===== src/rtl/eth_llc_pkg.sv =====
// Shared types and header layout constants for the multi-channel LLC decoder.
package eth_llc_pkg;

    typedef enum logic [1:0] {
        ST_RESYNC,
        ST_HDR,
        ST_PAY,
        ST_DROP
    } llc_state_e;

    // Byte offsets within the Ethernet header; byte 0 is the DA MSB.
    localparam logic [3:0]  DA_OFF    = 4'd0;
    localparam logic [3:0]  SA_OFF    = 4'd6;
    localparam logic [3:0]  LT_OFF    = 4'd12;
    localparam logic [3:0]  HDR_LEN   = 4'd14;

    localparam logic [47:0] BCAST_MAC = 48'hFFFF_FFFF_FFFF;

endpackage


===== src/rtl/eth_stat_cnt.sv =====
// Saturating statistics counter; a clear wins over a simultaneous increment.
module eth_stat_cnt #(
    parameter int CNT_W = 32
) (
    input  logic             clki,
    input  logic             rsti,
    input  logic             clr,
    input  logic             inc,
    output logic [CNT_W-1:0] cnt
);

    always_ff @(posedge clki) begin
        if (rsti || clr) begin
            cnt <= '0;
        end else if (inc && (cnt != '1)) begin
            cnt <= cnt + CNT_W'(1);
        end
    end

endmodule


===== src/rtl/eth_llc_decode_mc.sv =====
// Ethernet header parser: DA/type filter, payload demux to NUM_CH channels, statistics.
//
// state     | meaning
// ----------+-------------------------------------------------------------
// ST_RESYNC | discard bytes until the first tlast after reset
// ST_HDR    | capture DA/SA/LT bytes 0..13, decide accept/drop at byte 13
// ST_PAY    | forward payload to the selected channel, 1-cycle latency
// ST_DROP   | discard the rest of a filtered frame
module eth_llc_decode_mc
    import eth_llc_pkg::*;
#(
    parameter logic [47:0] LOCAL_MAC     = 48'h7FFF_FFFF_FFFF,
    parameter logic [15:0] PROCT_TYP     = 16'hFF00,
    parameter int          NUM_CH        = 4,
    parameter int          CH_W          = (NUM_CH > 1) ? $clog2(NUM_CH) : 1,
    parameter bit          ACCEPT_BCAST  = 1'b1,
    parameter bit          RESYNC_ON_RST = 1'b1,
    parameter int          CNT_W         = 32
) (
    input  logic              clki,
    input  logic              rsti,
    input  logic [7:0]        s_axis_tdata,
    input  logic              s_axis_tvalid,
    input  logic              s_axis_tlast,
    input  logic              s_axis_tuser,
    output logic [NUM_CH-1:0] m_axis_tvalid,
    output logic [NUM_CH-1:0] m_axis_tlast,
    output logic [7:0]        m_axis_tdata,
    output logic              m_axis_tuser,
    output logic              remote_mac_en_o,
    output logic [47:0]       remote_mac_o,
    output logic [CH_W-1:0]   remote_ch_o,
    input  logic              cnt_clr,
    output logic [CNT_W-1:0]  cnt_accept_o,
    output logic [CNT_W-1:0]  cnt_drop_filt_o,
    output logic [CNT_W-1:0]  cnt_drop_runt_o
);

    llc_state_e        state_q, state_d;
    logic [3:0]        idx_q;
    logic [47:0]       da_q, sa_q;
    logic [7:0]        lt_hi_q;
    logic [15:0]       lt_live;
    logic [CH_W-1:0]   ch_live;
    logic [NUM_CH-1:0] ch_1h;
    logic              hdr_end, da_ok, type_ok, ch_ok;
    logic              inc_acc, inc_filt, inc_runt, pay_beat;

    // The filter decision uses the byte on the bus as LT[7:0], so no extra cycle is spent.
    assign lt_live = {lt_hi_q, s_axis_tdata};
    assign ch_live = lt_live[CH_W-1:0];
    assign ch_1h   = NUM_CH'(1) << remote_ch_o;

    always_ff @(posedge clki) begin
        if (rsti) begin
            state_q <= RESYNC_ON_RST ? ST_RESYNC : ST_HDR;
        end else begin
            state_q <= state_d;
        end
    end

    always_comb begin
        state_d  = state_q;
        inc_acc  = 1'b0;
        inc_filt = 1'b0;
        inc_runt = 1'b0;
        pay_beat = 1'b0;
        hdr_end  = (idx_q == HDR_LEN - 4'd1);
        da_ok    = (da_q == LOCAL_MAC) || (ACCEPT_BCAST && (da_q == BCAST_MAC));
        type_ok  = ({lt_live[15:CH_W], {CH_W{1'b0}}} == PROCT_TYP);
        ch_ok    = (int'(ch_live) < NUM_CH);
        if (s_axis_tvalid) begin
            unique case (state_q)
                ST_RESYNC: if (s_axis_tlast) state_d = ST_HDR;
                ST_HDR: begin
                    if (s_axis_tlast) begin
                        inc_runt = 1'b1;
                    end else if (hdr_end) begin
                        if (da_ok && type_ok && ch_ok) begin
                            state_d = ST_PAY;
                            inc_acc = 1'b1;
                        end else begin
                            state_d  = ST_DROP;
                            inc_filt = 1'b1;
                        end
                    end
                end
                ST_PAY: begin
                    pay_beat = 1'b1;
                    if (s_axis_tlast) state_d = ST_HDR;
                end
                ST_DROP: if (s_axis_tlast) state_d = ST_HDR;
                default: state_d = ST_HDR;
            endcase
        end
    end

    always_ff @(posedge clki) begin
        if (rsti) begin
            idx_q           <= DA_OFF;
            da_q            <= '0;
            sa_q            <= '0;
            lt_hi_q         <= '0;
            m_axis_tvalid   <= '0;
            m_axis_tlast    <= '0;
            m_axis_tdata    <= '0;
            m_axis_tuser    <= 1'b0;
            remote_mac_en_o <= 1'b0;
            remote_mac_o    <= '0;
            remote_ch_o     <= '0;
        end else begin
            m_axis_tvalid   <= '0;
            m_axis_tlast    <= '0;
            remote_mac_en_o <= 1'b0;
            if (s_axis_tvalid && (state_q == ST_HDR)) begin
                if (s_axis_tlast || hdr_end) begin
                    idx_q <= DA_OFF;
                end else begin
                    idx_q <= idx_q + 4'd1;
                end
                if (idx_q < SA_OFF) begin
                    da_q <= {da_q[39:0], s_axis_tdata};
                end else if (idx_q < LT_OFF) begin
                    sa_q <= {sa_q[39:0], s_axis_tdata};
                end else if (idx_q == LT_OFF) begin
                    lt_hi_q <= s_axis_tdata;
                end
            end
            if (inc_acc) begin
                remote_mac_en_o <= 1'b1;
                remote_mac_o    <= sa_q;
                remote_ch_o     <= ch_live;
            end
            if (pay_beat) begin
                m_axis_tvalid <= ch_1h;
                m_axis_tlast  <= s_axis_tlast ? ch_1h : '0;
                m_axis_tdata  <= s_axis_tdata;
                m_axis_tuser  <= s_axis_tlast & s_axis_tuser;
            end
        end
    end

    eth_stat_cnt #(.CNT_W(CNT_W)) u_cnt_acc (
        .clki (clki),
        .rsti (rsti),
        .clr  (cnt_clr),
        .inc  (inc_acc),
        .cnt  (cnt_accept_o)
    );

    eth_stat_cnt #(.CNT_W(CNT_W)) u_cnt_filt (
        .clki (clki),
        .rsti (rsti),
        .clr  (cnt_clr),
        .inc  (inc_filt),
        .cnt  (cnt_drop_filt_o)
    );

    eth_stat_cnt #(.CNT_W(CNT_W)) u_cnt_runt (
        .clki (clki),
        .rsti (rsti),
        .clr  (cnt_clr),
        .inc  (inc_runt),
        .cnt  (cnt_drop_runt_o)
    );

endmodule


===== config.mk =====
export PLATFORM = sky130hd
export DESIGN_NAME = eth_llc_decode_mc
export DESIGN_NICKNAME = d
export VERILOG_FILES = /design/src/rtl/eth_llc_pkg.sv /design/src/rtl/eth_stat_cnt.sv /design/src/rtl/eth_llc_decode_mc.sv
export SDC_FILE = /design/constraint.sdc
export NUM_CORES = 1
export LEC_CHECK = 0
export CAP_MARGIN = 5
export CORE_MARGIN = 10
export CORE_UTILIZATION = 54
export CTS_CLUSTER_SIZE = 40
export DETAILED_ROUTE_END_ITERATION = 7
export PLACE_DENSITY = 0.91
export SYNTH_ARGS = -nofsm -noshare
export SYNTH_HDL_FRONTEND = slang
export SYNTH_HIERARCHICAL = 1
export SYNTH_SLANG_ARGS = --single-unit
export TNS_END_PERCENT = 1

===== constraint.sdc =====
create_clock -name clki -period 3.7 [get_ports clki]
set_clock_uncertainty 0.1 [all_clocks]
set_input_delay 0.74 -clock clki [delete_from_list [all_inputs] [get_ports clki]]
set_output_delay 0.74 -clock clki [all_outputs]
set_load 0.02 [all_outputs]

## After elaboration in Yosys (flattened, before gate mapping)

Cells that the tools add are included.

- Output and inout bits: 164
- Bits of input ports: 14
- Register bits after elaboration: 274
- Word-level logic and storage cells: 79

- Magnitude comparators: 2
- Equality and inequality tests: 14
- Muxes and demuxes: 22
- Reduce and logical (&&, ||, !) cells: 16
- Shifts and indexed selects: 1
- Bitwise gates (word level): 5
- Add/sub/neg operators: 4

Operator list:

| kind | count |
|---|---|
| $add 32x1->32 const B | 3 |
| $ne 32x32->1 const B | 3 |
| $eq 48x47->1 const B | 1 |
| $eq 48x48->1 const B | 1 |
| $mux 1 | 17 |
| $eq 14x14->1 const B | 1 |
| $eq 4x4->1 const B | 2 |
| $reduce_and 4->1 | 2 |
| $mux 2 | 3 |
| $reduce_or 3->1 | 2 |
| $logic_and 1x1->1 | 5 |
| $add 4x1->4 const B | 1 |
| $eq 2x2->1 const B | 2 |
| $lt 4x3->1 const B | 1 |
| $lt 4x4->1 const B | 1 |
| $mux 4 | 1 |
| $ne 2x2->1 const B | 2 |
| $not 1->1 | 4 |
| $pmux 2 s2 | 1 |
| $shl 1x2->4 const A | 1 |
| $logic_or 1x1->1 | 3 |
| $reduce_and 3->1 | 1 |
| $eq 2x1->1 const B | 1 |
| $logic_not 2->1 | 1 |
| 4 further kinds | 4 |

## Longest topological paths before layout

Gate-level depths: netlist of run 1.

- Depth after elaboration: 9
- Depth in mapped cells: 11
- Depth with buffers taken out: 10

## Hierarchy

The synthesis of run 1 kept the hierarchy.

By module, submodules not included:

| module | area an instance (µm²) | times used | cells an instance | sequential area each (µm²) |
|---|---|---|---|---|
| eth_llc_decode_mc | 6103.4 | 1 | 673 | 3543.4 |
| eth_stat_cnt at u_cnt_acc ... | 1681.6 | 2 | 189 | 640.6 |
| eth_stat_cnt at u_cnt_runt | 1685.4 | 1 | 196 | 640.6 |

## Least setup slack after synthesis of run 1

No wires, ideal clock.

- Kind: input to register
- Start point: in s_axis_tdata[2]
- End point: reg u_cnt_acc.cnt[19]
- Path slack: 0.399 ns
- Data arrival time: 3.133 ns
- Buffers on the path: 1
- Stages: 9
- Required time: 3.532 ns
- Path through: or4b_1 -> nor4_1 -> nand4_1 -> nor2_1 -> and3_4 -> o311ai_4 -> buf_6 -> or3_2 -> a21oi_2

- Word-level cells in the longest chain between the ends: 8

Ends and longest elaborated chain:

| element | RTL line | RTL |
|---|---|---|
| from (decl) | eth_llc_decode_mc.sv:22 | `input logic [7:0] s_axis_tdata,` |
| $eq 14x14->1 | eth_llc_decode_mc.sv:70 | `type_ok = ({lt_live[15:CH_W], {CH_W{1'b0}}} == PROCT_TYP);` |
| $logic_and 1x1->1 | eth_llc_decode_mc.sv:79 | `if (da_ok && type_ok && ch_ok) begin` |
| $mux 1 | eth_llc_decode_mc.sv:79 |  |
| $mux 1 | eth_llc_decode_mc.sv:78 | `end else if (hdr_end) begin` |
| $mux 1 | eth_llc_decode_mc.sv:76 | `if (s_axis_tlast) begin` |
| $mux 1 | eth_llc_decode_mc.sv:73 | `unique case (state_q)` |
| $mux 1 | eth_llc_decode_mc.sv:72 | `if (s_axis_tvalid) begin` |
| via inc_acc | eth_llc_decode_mc.sv:47 | `logic inc_acc, inc_filt, inc_runt, pay_beat;` |
| $logic_and 1x1->1 | eth_stat_cnt.sv:15 | `end else if (inc && (cnt != '1)) begin` |
| to (signal assigned) | eth_stat_cnt.sv:16 | `cnt <= cnt + CNT_W'(1);` |
| to (decl) | eth_stat_cnt.sv:9 | `output logic [CNT_W-1:0] cnt` |

The timed path passes the listed nets, and every way through them passes these cells.
A chain may end at the register's enable or synchronous reset.

## Worst setup path in the final report of run 1

- Start point: in s_axis_tdata[5]
- End point: reg u_cnt_acc.cnt[29]

The elaborated chain is that of the path after synthesis.

==> results of run 1 <==
layout by cell type (no fill, tap or decap), types with 5 or more instances in the layout:
cell,n
sky130_fd_sc_hd__a21oi_1,169
sky130_fd_sc_hd__a21oi_2,14
sky130_fd_sc_hd__a22o_1,50
sky130_fd_sc_hd__and2_1,5
sky130_fd_sc_hd__and4_1,12
sky130_fd_sc_hd__buf_4,23
sky130_fd_sc_hd__clkbuf_1,6
sky130_fd_sc_hd__clkbuf_16,27
sky130_fd_sc_hd__clkbuf_8,10
sky130_fd_sc_hd__clkdlybuf4s50_1,176
sky130_fd_sc_hd__dfxtp_1,273
sky130_fd_sc_hd__ha_1,5
sky130_fd_sc_hd__inv_1,13
sky130_fd_sc_hd__mux2i_1,21
sky130_fd_sc_hd__nand2_1,237
sky130_fd_sc_hd__nand3_1,32
sky130_fd_sc_hd__nand4_1,34
sky130_fd_sc_hd__nor2_1,45
sky130_fd_sc_hd__nor3_1,8
sky130_fd_sc_hd__nor4_1,9
sky130_fd_sc_hd__o21ai_0,24
sky130_fd_sc_hd__o21ai_1,23
sky130_fd_sc_hd__o31ai_1,30
sky130_fd_sc_hd__or2_2,5
sky130_fd_sc_hd__or3_1,43
sky130_fd_sc_hd__or3_2,8
sky130_fd_sc_hd__or4_1,32
power breakdown:
group | internal, uW | total [uW] | switching, uW
sequential | 2940 | 2950 | 3.94
clock | 1690 | 2810 | 1130
combinational | 32.4 | 119 | 86.7
worst max-delay path, stage by stage:
cell and delay, ns:
sky130_fd_sc_hd__clkdlybuf4s50_1 0.48, sky130_fd_sc_hd__or4b_1 0.50, sky130_fd_sc_hd__nor4_1 0.32, sky130_fd_sc_hd__nand4_1 0.20
sky130_fd_sc_hd__nor2_1 0.23, sky130_fd_sc_hd__and3_4 0.24, sky130_fd_sc_hd__o311ai_4 0.20, sky130_fd_sc_hd__or4_1 0.49
sky130_fd_sc_hd__a21oi_2 0.15
path summary, 6_finish.rpt:
check | start | end | slack [ns]
hold reg to reg | sa_q[44] | sa_q[44] | 0.35
setup / recovery | s_axis_tdata[5] | u_cnt_acc/cnt[29] | 0.52
hold / removal | sa_q[44] | sa_q[44] | 0.35
setup reg to reg | idx_q[0] | u_cnt_filt/cnt[21] | 0.74
flip-flops by register name (all words and copies together), names as in the netlist:
register         flops
m_axis_tuser         1
idx_q                4
remote_mac_o        48
m_axis_tdata         8
sa_q                48
state_q              2
u_cnt_filt/cnt      32
u_cnt_runt/cnt      32
u_cnt_acc/cnt       32
m_axis_tvalid        4
remote_mac_en_o      1
da_q                47
lt_hi_q              8
m_axis_tlast         4
remote_ch_o          2
cells by family (layout without fill, tap and decap cells):
group,count (synthesis),after routing
compound gates,337,337
xor+xnor,6,6
fa+ha+maj,5,5
buf+inv,86,264
flops,273,273
mux,21,21
simple gates,519,519
layout make-up:
type	instances	area [sq um]	share of cell area, %
Clock buffer	43	836	5.96
Timing Repair Buffer	201	1970	14.1
Tap cell	270	338	2.41
Inverter	14	52.6	0.375
Sequential cell	273	5470	39.0
Clock inverter	6	95.1	0.679
Multi-Input combinational cell	888	5250	37.5
routing by layer:
metal | global-route usage (%) | vias to the layer above
met5 | 0 | -
met2 | 35.2 | 349
li1 | - | 4847
met1 | 25.5 | 4820
met4 | 6.17 | 0
met3 | 4.11 | 57
through the flow:
| step | std cells | setup WS (ns) |
|---|---|---|
| finish | 1695 | 0.524 |
| CTS | 1695 | 0.522 |
| detailed placement | 1646 | -0.0151 |
| global route | 1695 | 0.353 |
| floorplan | 1247 | 0.399 |
| global placement | 1646 | 0.000257 |
==> summary.txt, run 1 <==
Final global-route overflow total: 0
Crit share post-route: 85.9%
Total met2 wirelength after detailed routing: 14,500 um
Inserted Clock Buffers: 27
Crit Path Max Fanout: 15
Pleak: 0.00450 uW
Core Util, Final: 69.0%
Sequential element share of the synthesized area: 49.0%
Number of warnings issued by yosys: 6
Area overhead of the layout relative to synthesis: 25.7%
Cell types occupying the most area after synthesis: sky130_fd_sc_hd__dfxtp_1 49%, sky130_fd_sc_hd__nand2_1 8.0%, sky130_fd_sc_hd__a21oi_1 7.6%, sky130_fd_sc_hd__a22o_1 3.9%, sky130_fd_sc_hd__or3_1 2.4%
Async set-reset flop share out of synthesis: 0%
Setup repair after global routing missed its margin: false
Met3 layer wire length in the routed design: 2250 um
Port Buffers: 177
Number of global-route vias before repair: 9,398
Clock Sink Count: 273
Weighted congestion reported at the end of routability-driven placement: 0.879
First-pass GRT wire length: 47,100 um
Number of hold buffers added after cts: 0
Synthesized cell area: 11,200 sq um
Clk buf depth: 3
Starting density of the core: 54.9%
Max-cap violations: 0
Total setup buffers inserted after CTS: 0
Critical path class: input port to flip-flop
H-tree level count: 1
Die Footprint: 26,800 sq um
Final-layout fill cell count: 1,541
Biggest area consumer among synthesized cells: sky130_fd_sc_hd__dfxtp_1
Final Hold Vio Count: 0
Clock Tree Root: sky130_fd_sc_hd__clkbuf_16
Cell area after placement: 13,100 sq um
Hold path depth: 2
Core area: 20,300 sq um
Max-slew violation total from the final report: 0
Clock-pin transition on the worst setup and hold timing paths: 0.06 ns
Mapped Avg Cell Area: 8.94 sq um
Antenna violations before repair: 0
Simple-gate share of the synthesized area: 24.2%
Max_slew headroom: 37.1%
WL/cell: 17.4 um
Final count of negative-setup-slack endpoints: 0
Ant diodes: 0
Top-area cell type share of the netlist area: 49.0%
Post-synthesis compound-gate area fraction: 19.8%
Post-route design area: 14,000 sq um
Most used standard cells in the synthesized netlist: 273 x sky130_fd_sc_hd__dfxtp_1, 237 x sky130_fd_sc_hd__nand2_1, 169 x sky130_fd_sc_hd__a21oi_1
Critical path endpoint category: flip-flop
Number of core rows: 52
Actual slew at the worst max-slew pin: 0.940 ns
Aggregate global-route resource usage: 20.5%
Total power: 5880 uW
Maximum operating frequency: 0.315 GHz
NumNets Final: 1,424
Ports placed on the boundary: 178
Most repeated cell in the gate-level netlist after synthesis: sky130_fd_sc_hd__dfxtp_1
Arrival time reported for the critical path endpoint: 3.54 ns
Length of the first detailed-routing pass in iterations: 5
Half-perimeter wire length after detailed placement: 20,100 um
Overall die height: 164 um
Tmin final: 3.18 ns
Share of cells above drive strength 1: 9.68%
DRC violation count after routing: 0
Gate count after technology mapping: 1,247
Met1 Wirelength: 12,100 um
CTS resizes: 0
Clock insertion delay at the later pin of the skew report: 0.54 ns
Number of enable-type register cells in the synthesized netlist: 0
Post-route setup TNS: 0 ns
Net count of the mapped netlist: 1,266
Maximum number of pins on one net before global-route repair: 67
Fraction of synthesized cell area in xor and xnor cells: 0.471%
Number of synthesized register bits: 273
Wire length reported by the detailed router: 29,500 um
Vias per Instance: 5.94
Smallest hold slack: 0.353 ns
Highest metal layer used by the detailed router: met4
Remaining antenna violation count: 0
1st-iter DRT viols: 880
Status: finished clean
Routed vias: 10.1k
Cell area power density: 420 nW/um^2
Width of the die: 164 um
Tightest Hold Check Type: flip-flop to flip-flop
Distinct cells, synth: 64
Peak VDD IR: 0.327 mV
Element type at the critical path start: input port
Data required, critical path: 4.06 ns
Top_reg_cell synth: sky130_fd_sc_hd__dfxtp_1
Length in cells of the worst reg-to-reg path: 8
Main combinational cell family by area after synthesis: simple AND/OR/NAND/NOR gates
Mux cell area share after synthesis: 1.88%
Adder and majority gate portion of the synthesized area: 0.561%
Clock tree from TritonCTS: yes
Power figures use the tool's default switching activity.
==> run 2, diff against run 1 <==
- REMOVE_ABC_BUFFERS: unset -> 1
==> run 2 against run 1 <==
  * Core utilization shrank 0.16 points
  * Clock power is essentially flat
  * First-iteration DRC count decreased by 18%
  * Sequential power about the same
  * Critical path type unchanged
  * Critical endpoint is now u_cnt_acc/cnt[25]
  * Largest power group unchanged
==> summary.txt, run 2 (same netlist as run 1, synthesis figures left out) <==
Hold path depth: 2
Final count of negative-setup-slack endpoints: 0
Clock-pin transition on the worst setup and hold timing paths: 0.06 ns
Weighted congestion reported at the end of routability-driven placement: 0.835
NumNets Final: 1,420
Maximum operating frequency: 0.307 GHz
Antenna violations before repair: 0
Routed vias: 9,973
DRC violation count after routing: 0
Final global-route overflow total: 0
Crit. path cell count: 11
Critical path endpoint category: flip-flop
Share of power burned in combinational logic: 2.0%
Overall die height: 164 um
Crit Path Max Fanout: 13
Most frequent cell on the critical path: sky130_fd_sc_hd__buf_4
Length in cells of the worst reg-to-reg path: 10
Part of the power in registers: 50.4%
Crit-path cells: clkdlybuf4s50_1, or4b_1, nor4_1, nand4_1, nor2_1, buf_4, and3_4, o311ai_4, buf_4, o31ai_1, a21oi_2
Non-filler instance count after layout: 1,690
Number of buffers and inverters on the critical path: 3
Final Hold Vio Count: 0
Length of the first detailed-routing pass in iterations: 7
Cell area power density: 418 nW/um^2
Critical path's top delay family: simple AND/OR/NAND/NOR gates
Slowest stage delay, CP: 0.57 ns
Share of cells above drive strength 1: 9.58%
Width of the die: 164 um
Setup repair after global routing missed its margin: false
Crit share post-route: 88.2%
Ports placed on the boundary: 178
P_sw: 1190 uW
Remaining antenna violation count: 0
Status: finished clean
Data required, critical path: 3.97 ns
Actual slew at the worst max-slew pin: 1.15 ns
Clock network power share: 47.6%
Half-perimeter wire length after detailed placement: 19,000 um
Port Buffers: 177
Number of global-route vias before repair: 9,198
Tmin final: 3.26 ns
Element type at the critical path start: input port
WL/cell: 16.6 um
Die Footprint: 26,800 sq um
Clock Tree Root: sky130_fd_sc_hd__clkbuf_16
Critical path class: input port to flip-flop
Setup slack at placement: -0.0390 ns
Min setup slack post-route: 0.438 ns
Number of hold buffers added after cts: 0
Aggregate global-route resource usage: 19.6%
Top library cells by usage in the layout, fill and taps aside: 273 x sky130_fd_sc_hd__dfxtp_1, 237 x sky130_fd_sc_hd__nand2_1, 176 x sky130_fd_sc_hd__clkdlybuf4s50_1
Fraction of power spent switching nets: 20.3%
Pleak: 0.00447 uW
Core Util, Final: 68.9%
Instance count after placement with tap cells included: 1,642
Max-slew violation total from the final report: 0
Internal power summed over all cells: 4660 uW
Clock insertion delay at the later pin of the skew report: 0.52 ns
Total setup buffers inserted after CTS: 0
Core area: 20,300 sq um
Vias per Instance: 5.90
Inserted Clock Buffers: 27
H-tree level count: 1
Clk buf depth: 3
Area overhead of the layout relative to synthesis: 25.4%
Max_slew headroom: 22.7%
Clock tree from TritonCTS: yes
Tightest Hold Check Type: flip-flop to flip-flop
Most common cell after layout, fill and taps aside: sky130_fd_sc_hd__dfxtp_1
1st-iter DRT viols: 725
First-pass GRT wire length: 45,500 um
Number of core rows: 52
Starting density of the core: 54.9%
CTS resizes: 0
Ant diodes: 0
Cell with the biggest individual delay on the critical path: sky130_fd_sc_hd__or4b_1
Arrival time reported for the critical path endpoint: 3.54 ns
Largest registers: remote_mac_o (48), sa_q (48), da_q (47)
Maximum number of pins on one net before global-route repair: 105
Wire length reported by the detailed router: 28,100 um
Smallest hold slack: 0.354 ns
Max-cap violations: 0
Clock Sink Count: 273
Peak VDD IR: 0.311 mV
-- run 2: final timing paths --
| kind | start | slack [ns] | to |
|---|---|---|---|
| min | sa_q[43] | 0.35 | sa_q[43] |
| max | s_axis_tdata[2] | 0.44 | u_cnt_acc/cnt[25] |
| min reg2reg | sa_q[43] | 0.35 | sa_q[43] |
| max reg2reg | lt_hi_q[0] | 0.79 | u_cnt_acc/cnt[25] |
-- run 2: worst reg2reg max path: stages (launching register included) --
cell and delay, ns:
sky130_fd_sc_hd__dfxtp_1 0.36, sky130_fd_sc_hd__or4b_1 0.50, sky130_fd_sc_hd__nor4_1 0.37, sky130_fd_sc_hd__nand4_1 0.19, sky130_fd_sc_hd__nor2_1 0.12, sky130_fd_sc_hd__buf_4 0.13
sky130_fd_sc_hd__and3_4 0.20, sky130_fd_sc_hd__o311ai_4 0.19, sky130_fd_sc_hd__buf_4 0.20, sky130_fd_sc_hd__o31ai_1 0.32, sky130_fd_sc_hd__a21oi_2 0.09
-- run 2: power groups by stage --
stage          Clock, uW  Sequential (uW)  Combinational [uW]
2_1_floorplan          0             3010                41.9
3_3_place_gp           0             3010                 113
3_5_place_dp           0             3010                 113
4_1_cts             2830             2950                 114
5_1_grt             2960             2950                 124
6_report            2790             2950                 114
-- run 2: final cells by class --
type / instances / area, sq um
fill: 1519 / 6320
timing repair buffer: 197 / 1940
clock inverter: 10 / 134
tap: 270 / 338
inverter: 14 / 52.6
sequential: 273 / 5470
multi-input combinational: 888 / 5260
clock buffer: 38 / 787
-- run 2: routing by layer --
| metal | GRT usage, % | wire length (um) | vias to the layer above |
|---|---|---|---|
| li1 | - | - | 4861 |
| met1 | 25.2 | 12200 | 4736 |
| met2 | 32.6 | 13300 | 325 |
| met3 | 3.65 | 1860 | 51 |
| met4 | 6.42 | 710 | 0 |
| met5 | 0 | 0 | - |
-- run 2: through the flow --
| stage | setup TNS (ns) | cell area, sq um | total power (uW) |
|---|---|---|---|
| after global placement | 0 | 13100 | 3130 |
| after detailed placement | -0.241 | 13100 | 3130 |
| after global routing | 0 | 14000 | 6030 |
| after CTS | 0 | 14000 | 5890 |
| after floorplan | -17.63 | 10800 | 3050 |
| final | 0 | 14000 | 5850 |
